$ cat src/rtl/dmem_arbiter.sv
// dmem_arbiter: CPU (port 0) / debug (port 1) arbiter and MemR/MemW sequencer for the single-port data memory.
// Latency: gnt one cycle after req is sampled in IDLE; load rvalid RD_LAT cycles after gnt. Backpressure: requests are only sampled in IDLE and wait otherwise.
// Optional DMEM_ARB_RR_EN: round-robin on simultaneous requests (default fixed priority CPU > dbg).
module dmem_arbiter #(
    parameter int ADDR_W = 32,
    parameter int DATA_W = 32,
    parameter int RD_LAT = 1
) (
    input  logic              clk,
    input  logic              rst_n,
    input  logic              cpu_req,
    input  logic              cpu_we,
    input  logic [ADDR_W-1:0] cpu_addr,
    input  logic [DATA_W-1:0] cpu_wdata,
    output logic              cpu_gnt,
    output logic              cpu_rvalid,
    output logic [DATA_W-1:0] cpu_rdata,
    input  logic              dbg_req,
    input  logic              dbg_we,
    input  logic [ADDR_W-1:0] dbg_addr,
    input  logic [DATA_W-1:0] dbg_wdata,
    output logic              dbg_gnt,
    output logic              dbg_rvalid,
    output logic [DATA_W-1:0] dbg_rdata,
    output logic [ADDR_W-1:0] mem_addr,
    output logic [DATA_W-1:0] mem_wdata,
    output logic              mem_MemR,
    output logic              mem_MemW,
    input  logic [DATA_W-1:0] mem_rdata,
    output logic              busy
);

    if (RD_LAT < 1 || RD_LAT > 8) begin : g_lat_chk
        $error("dmem_arbiter: RD_LAT must be in 1..8");
    end

    typedef enum logic [1:0] {IDLE, ISSUE, WAIT, RESP} state_t;

    // WAIT lasts RD_LAT-1 cycles; the counter is loaded on the way out of ISSUE.
    localparam logic [2:0] WAIT_INIT = (RD_LAT > 1) ? 3'(RD_LAT - 2) : 3'd0;

    state_t     state_q, state_d;
    logic [2:0] cnt_q;
    logic       we_q, owner_q;
    logic       take, capture, win_dbg, sel_we, tie_dbg;
    logic       cpu_gnt_d, dbg_gnt_d, cpu_rvalid_d, dbg_rvalid_d, memr_d, memw_d;

`ifdef DMEM_ARB_RR_EN
    logic last_owner;

    assign tie_dbg = ~last_owner;

    always_ff @(posedge clk or negedge rst_n) begin
        if (!rst_n) begin
            last_owner <= 1'b1;
        end else if (take) begin
            last_owner <= win_dbg;
        end
    end
`else
    assign tie_dbg = 1'b0;
`endif

    always_comb begin
        state_d      = state_q;
        take         = 1'b0;
        capture      = 1'b0;
        win_dbg      = 1'b0;
        sel_we       = 1'b0;
        cpu_gnt_d    = 1'b0;
        dbg_gnt_d    = 1'b0;
        cpu_rvalid_d = 1'b0;
        dbg_rvalid_d = 1'b0;
        memr_d       = 1'b0;
        memw_d       = 1'b0;
        case (state_q)
            IDLE: begin
                if (cpu_req || dbg_req) begin
                    take      = 1'b1;
                    win_dbg   = dbg_req && (!cpu_req || tie_dbg);
                    sel_we    = win_dbg ? dbg_we : cpu_we;
                    cpu_gnt_d = !win_dbg;
                    dbg_gnt_d = win_dbg;
                    memw_d    = sel_we;
                    memr_d    = !sel_we;
                    state_d   = ISSUE;
                end
            end
            ISSUE: begin
                if (we_q) begin
                    state_d = IDLE;
                end else if (RD_LAT == 1) begin
                    capture      = 1'b1;
                    cpu_rvalid_d = !owner_q;
                    dbg_rvalid_d = owner_q;
                    state_d      = RESP;
                end else begin
                    memr_d  = 1'b1;
                    state_d = WAIT;
                end
            end
            WAIT: begin
                if (cnt_q == 3'd0) begin
                    capture      = 1'b1;
                    cpu_rvalid_d = !owner_q;
                    dbg_rvalid_d = owner_q;
                    state_d      = RESP;
                end else begin
                    memr_d = 1'b1;
                end
            end
            RESP:    state_d = IDLE;
            default: state_d = IDLE;
        endcase
    end

    always_ff @(posedge clk or negedge rst_n) begin
        if (!rst_n) begin
            state_q    <= IDLE;
            cpu_gnt    <= 1'b0;
            dbg_gnt    <= 1'b0;
            cpu_rvalid <= 1'b0;
            dbg_rvalid <= 1'b0;
            mem_MemR   <= 1'b0;
            mem_MemW   <= 1'b0;
            busy       <= 1'b0;
        end else begin
            state_q    <= state_d;
            cpu_gnt    <= cpu_gnt_d;
            dbg_gnt    <= dbg_gnt_d;
            cpu_rvalid <= cpu_rvalid_d;
            dbg_rvalid <= dbg_rvalid_d;
            mem_MemR   <= memr_d;
            mem_MemW   <= memw_d;
            busy       <= (state_d != IDLE);
        end
    end

    // Address/data hold their last latched value between accesses; only the owner's rdata moves.
    always_ff @(posedge clk or negedge rst_n) begin
        if (!rst_n) begin
            owner_q   <= 1'b0;
            we_q      <= 1'b0;
            cnt_q     <= 3'd0;
            mem_addr  <= '0;
            mem_wdata <= '0;
            cpu_rdata <= '0;
            dbg_rdata <= '0;
        end else begin
            if (take) begin
                owner_q   <= win_dbg;
                we_q      <= sel_we;
                mem_addr  <= win_dbg ? dbg_addr : cpu_addr;
                mem_wdata <= win_dbg ? dbg_wdata : cpu_wdata;
            end
            if (state_q == ISSUE) begin
                cnt_q <= WAIT_INIT;
            end else if (state_q == WAIT && cnt_q != 3'd0) begin
                cnt_q <= cnt_q - 3'd1;
            end
            if (capture && owner_q) begin
                dbg_rdata <= mem_rdata;
            end
            if (capture && !owner_q) begin
                cpu_rdata <= mem_rdata;
            end
        end
    end

endmodule
$ cat config.mk
export PLATFORM = sky130hd
export DESIGN_NAME = dmem_arbiter
export DESIGN_NICKNAME = d
export VERILOG_FILES = /design/src/rtl/dmem_arbiter.sv
export SDC_FILE = /design/constraint.sdc
export NUM_CORES = 1
export LEC_CHECK = 0
export BUFFER_PORTS_ARGS = -buffer_cell sky130_fd_sc_hd__buf_2
export CAP_MARGIN = 0
export CORE_ASPECT_RATIO = 0.6
export CORE_UTILIZATION = 40
export DETAILED_ROUTE_END_ITERATION = 16
export PLACE_DENSITY = 0.7
export SLEW_MARGIN = 20
export SYNTH_ARGS = -nofsm -noshare
export SYNTH_HDL_FRONTEND = slang
export SYNTH_SLANG_ARGS = --single-unit
$ cat constraint.sdc
create_clock -name clk -period 4.5 [get_ports clk]
set_clock_uncertainty 0.2 [all_clocks]
set_input_delay 0.675 -clock clk [delete_from_list [all_inputs] [get_ports clk]]
set_output_delay 0.675 -clock clk [all_outputs]
set_load 0.03 [all_outputs]
# == Word level (Yosys, flattened, before mapping) ==
# Index checks and enable logic that the tools add are counted.
# totals
memories,0
ff_bits,142
elab_cells,62
latchBits,0
romBits,0
in_bits,166
output_inout_bits,135
ram_bits,0
# op_classes
n_bitwise,0
n_reduce_logical,14
n_mul,0
n_div,0
shift,0
n_addsub,1
eq_ne,3
n_mux,29
magnitude_cmp,0
# op_table
operator,count
$mux 32,2
$mux 1,17
$pmux 1 s2,4
$pmux 2 s4,1
$mux 2,3
$mux 3,2
$eq 2x2->1 const B,2
$logic_and 1x1->1,4
$logic_not 1->1,4
$reduce_bool 2->1,2
$logic_not 3->1,1
$reduce_bool 3->1,1
$sub 3x1->3 const B,1
$eq 2x1->1 const B,1
$logic_not 2->1,1
$logic_or 1x1->1,1

# == Depth between registers and ports, before layout ==
# logic_depth
ltp_word,6
ltp_mapped,8
mapped_depth_nobuf,6

# == Worst setup path after synthesis ==
# Ideal clock, no wire load.
# synth_path
path_kind,reg-to-reg
startpoint,register cnt_q[0]
endpoint,register cpu_rdata[14]
required_time_ns,4.175
stages_incl_launch_ff,8
path_slack_ns,2.573
setup_time_ns,0.125
arrival_ns,1.603
period_less_slack_ns,1.927
n_path_buf,1
cell_sequence,dfrtp_1 inv_1 ha_1 ha_1 nand2_1 a21oi_4 buf_6 mux2_2
# synth_between
elab_chain_len,4
# synth_lines
element,line,rtl
"start, declared",43,logic [2:0] cnt_q;
"start signal, assigned",159,cnt_q <= cnt_q - 3'd1;
$logic_not 3->1,103,if (cnt_q == 3'd0) begin
$mux 1,103,
$pmux 1 s2,76,case (state_q)
$logic_and 1x1->1,164,if (capture && !owner_q) begin
"end signal, assigned",165,cpu_rdata <= mem_rdata;
"end, declared",17,"output logic [DATA_W-1:0] cpu_rdata,"
# Every way passes these cells.
# A chain may end at the register's enable or synchronous reset.

# == Final worst setup path ==
# layout_path
startpoint,register state_q[0]
endpoint,register mem_wdata[2]
# layout_between
elab_chain_len,3
word_cells_on_any_way,4
cone_classes,3 x mux; 1 x reduce/logical
# layout_lines
element,line,rtl
"start, declared",42,"state_t state_q, state_d;"
"start signal, assigned",128,state_q <= state_d;
$logic_not 2->1 *,76,
$mux 1,76,
$mux 32,154,mem_wdata <= win_dbg ? dbg_wdata : cpu_wdata;
"end signal, assigned",154,
"end, declared",26,"output logic [DATA_W-1:0] mem_wdata,"
# Mark *: on every way between the ends. The rest lies on a longest branch, timed or not.

==> impl_metrics.csv <==
group,metric,value,unit
floorplan,dieArea,16450,µm²
pwr,leakage,3.966,nW
logic_synthesis,yosys-top-cells-area,"dfrtp_1 (56%), mux2_2 (10%), nand3b_1 (7.5%), o22ai_1 (6.4%), a21oi_1 (5.2%)",
global_routing,grt_pass1_wl,27.14,mm
place,place_congestion,0.7713,
pwr,p_switching,0.003383,W
critical_path,cp_max_fo,90,
final_layout,nets,1006,
logic_synthesis,syn-instance-count,556,
pwr,clkPwrFrac,19.3,%
floorplan,ios,301,
global_routing,track_usage,20.99,%
pwr,seq_power_share,31.1,%
global_routing,grt_pass1_vias,5230,
clock_tree,clkLatencyLatePin,400,ps
clock_tree,cts_inserted_buffers,17,
route,wl_per_cell,16.59,µm
final_layout,drive_gt1_share,47.52,%
pwr,p_per_area,865.3,nW/µm²
clock_tree,cts-resized-gates,0,
run_status,outcome,"completed",
logic_synthesis,async_reset_ff_share,100.0,%
timing,period_minus_slack,2580,ps
clock_tree,cts_hold_repair.buffers,0,
global_routing,grt_overflow,0,
place,dp_hpwl,11.88,mm
route,drtIter0Drc,337,
timing,fin_setup_tns,0,ps
route,ant_nets,0,
final_layout,syn_to_final_growth,34.77,%
clock_tree,max-clock-path-buffers,2,
logic_synthesis,ys_warn_count,0,
logic_synthesis,synthFlopType,"dfrtp_1",
timing,finalSetupViolCount,0,
timing,fmax,0.3876,GHz
final_layout,final.fill_count,1353,
floorplan,dieWidth,164.9,µm
logic_synthesis,synth_top_area_share,55.80,%
logic_synthesis,synth-seq-area-share,55.80,%
timing,fin_crit_sh,57.34,%
floorplan,initial_utilization,41.20,%
critical_path,path_buf_inv,2,
critical_path,crit_family,"adder cells",
final_layout,antennaDiodeCount,0,
timing,tightest_slew,911.7,ps
critical_path,path_class,"reg2reg",
timing,drv_slew,0,
route,wl,17.44,mm
timing,rsz0062_at_grt,"false",
clock_tree,cts.sinks,142,
place,port_buffers,300,
worst_hold_path,hp-class,"in2async",
logic_synthesis,ys_types,28,
critical_path,required,4570,ps
critical_path,endpoint_kind,"register",
clock_tree,post-cts-setup-buffers,0,
final_layout,fin_util,55.52,%
floorplan,fp.dieH,99.74,µm
route,vias_per_cell,5.253,
pwr,internal_power,0.004045,W
logic_synthesis,synth.avg_cell_area,11.45,µm²
logic_synthesis,syn_area,6369,µm²
floorplan,rows,35,
logic_synthesis,synth.net_count,727,
global_routing,antenna_found_initial,0,
floorplan,core,15460,µm²
clock_tree,h-tree-depth,4,
logic_synthesis,synth_seq_cells,142,
clock_tree,path_clk_slew,70,ps
clock_tree,cts_tree,"done",
logic_synthesis,synth_area_leader_cell,"dfrtp_1",
critical_path,cp_cell_sequence,"inv_1, ha_4, buf_4, nand3b_1, o21ai_0, a21oi_1",
timing,hold_viol,0,
critical_path,crit_path_max_incr_delay,780,ps
route,firstDrtPassIters,4,
timing,relSlewSlack,39.22,%
critical_path,start_kind,"register",
pwr,pwr-share-comb,49.5,%
logic_synthesis,synth_common_cells,"dfrtp_1 (142), a21oi_1 (66), o21ai_0 (66), o22ai_1 (65), nand3b_1 (64)",
logic_synthesis,synth_edf_count,0,
route,drc,0,
pwr,vdd_drop_max,0.4250,mV
critical_path,cp_slowest_cell,"ha_4",
flow_run,maxCapViolCount,0,
critical_path,critPathArrivalTime,2650,ps
clock_tree,cts_root_buffer,"clkbuf_16",
global_routing,grt_start_max_net_pins,115,
pwr,netSwitchingFraction,45.55,%
route,via_count,5521,
logic_synthesis,yosysMostFrequentCell,"dfrtp_1",
==> registers in the layout, indices dropped and copies added (netlist names) <==
| signal | flops |
|---|---|
| dbg_rvalid | 1 |
| cpu_rvalid | 1 |
| owner_q | 1 |
| dbg_rdata | 32 |
| mem_wdata | 32 |
| cnt_q | 3 |
| cpu_rdata | 32 |
| dbg_gnt | 1 |
| we_q | 1 |
| mem_MemR | 1 |
| state_q | 2 |
| busy | 1 |
| cpu_gnt | 1 |
| mem_addr | 32 |
| mem_MemW | 1 |
==> through the flow <==
stage | total power (W) | instances | instance area, µm² | setup WS, ps | hold WS (ps)
after floorplan | 0.004925 | 556 | 6369 | 2573 | 179.4
final | 0.007427 | 1051 | 8583 | 1920 | 174.8
after CTS | 0.007434 | 1049 | 8526 | 1882 | 258.4
after global routing | 0.007878 | 1051 | 8583 | 1660 | 247.3
after detailed placement | 0.005972 | 1017 | 7928 | 1889 | 270.6
after global placement | 0.005888 | 1017 | 7928 | 1947 | 262.3
==> metal layers <==
layer	GRT usage (%)	routed length [µm]	vias to the layer above
met5	0	0	-
met3	4.045	946	8
li1	-	-	2624
met4	6.210	95	0
met2	32.55	8033	198
met1	29.83	8362	2691
==> cell usage in the layout (no fill, tap or decap), types with 5 or more instances in the layout <==
cell       count
a21oi_1       66
buf_2        298
buf_4          8
clkbuf_16     17
dfrtp_1      142
inv_1          7
inv_6          5
mux2_1         8
mux2_2        57
nand3b_1      64
nor2_1         7
o21ai_0       66
o22ai_1       65
==> power groups by stage <==
stage / Combinational, W / Sequential, W / Clock (W)
floorplan: 0.00142 / 0.00350 / 0
global placement: 0.00359 / 0.00230 / 0
detailed placement: 0.00366 / 0.00231 / 0
CTS: 0.00366 / 0.00231 / 0.00147
global route: 0.00396 / 0.00240 / 0.00152
finish: 0.00368 / 0.00231 / 0.00144
==> cells by family (layout without fill, tap and decap cells) <==
logic type | Yosys count | after routing | share of synthesized area [%]
AO/OA/AOI/OAI | 205 | 205 | 18.00
flip-flops | 142 | 142 | 55.80
AND/OR/NAND/NOR | 81 | 81 | 8.841
multiplexers | 65 | 65 | 11.49
buffers and inverters | 57 | 349 | 4.754
adder cells (fa/ha/maj) | 5 | 5 | 0.9823
XOR/XNOR | 1 | 1 | 0.1375
==> final timing paths <==
path,start,endpoint,slack (ps),depth (start not counted)
max in group asynchronous,rst_n,mem_wdata[16],3080,2
hold reg to reg,cpu_rdata[18],cpu_rdata[18],280,1
hold / removal,rst_n,cpu_rdata[10],170,1
setup / recovery,state_q[0],mem_wdata[2],1920,6
setup reg to reg,state_q[0],mem_wdata[2],1920,6
min in group clk,cpu_rdata[18],cpu_rdata[18],280,1
==> worst reg2reg max path: cells and delay by family, from the launching register on <==
kind / cells / cell delay, ps
and+or+nand+nor: 1 / 130
AOI/OAI and AO/OA: 2 / 210
DFF: 1 / 380
adders and majority gates: 1 / 780
buffers and inverters: 2 / 740
==> area by class of cell <==
type | instances | area, µm² | area share, %
Inverter | 8 | 30.03 | 0.3499
Clock inverter | 14 | 168.9 | 1.968
Multi-Input combinational cell | 357 | 2527 | 29.45
Tap cell | 203 | 254.0 | 2.959
Clock buffer | 18 | 429.2 | 5.000
Sequential cell | 142 | 3553 | 41.40
Timing Repair Buffer | 309 | 1620 | 18.88
Note: power is estimated with default switching activity, not from simulation.
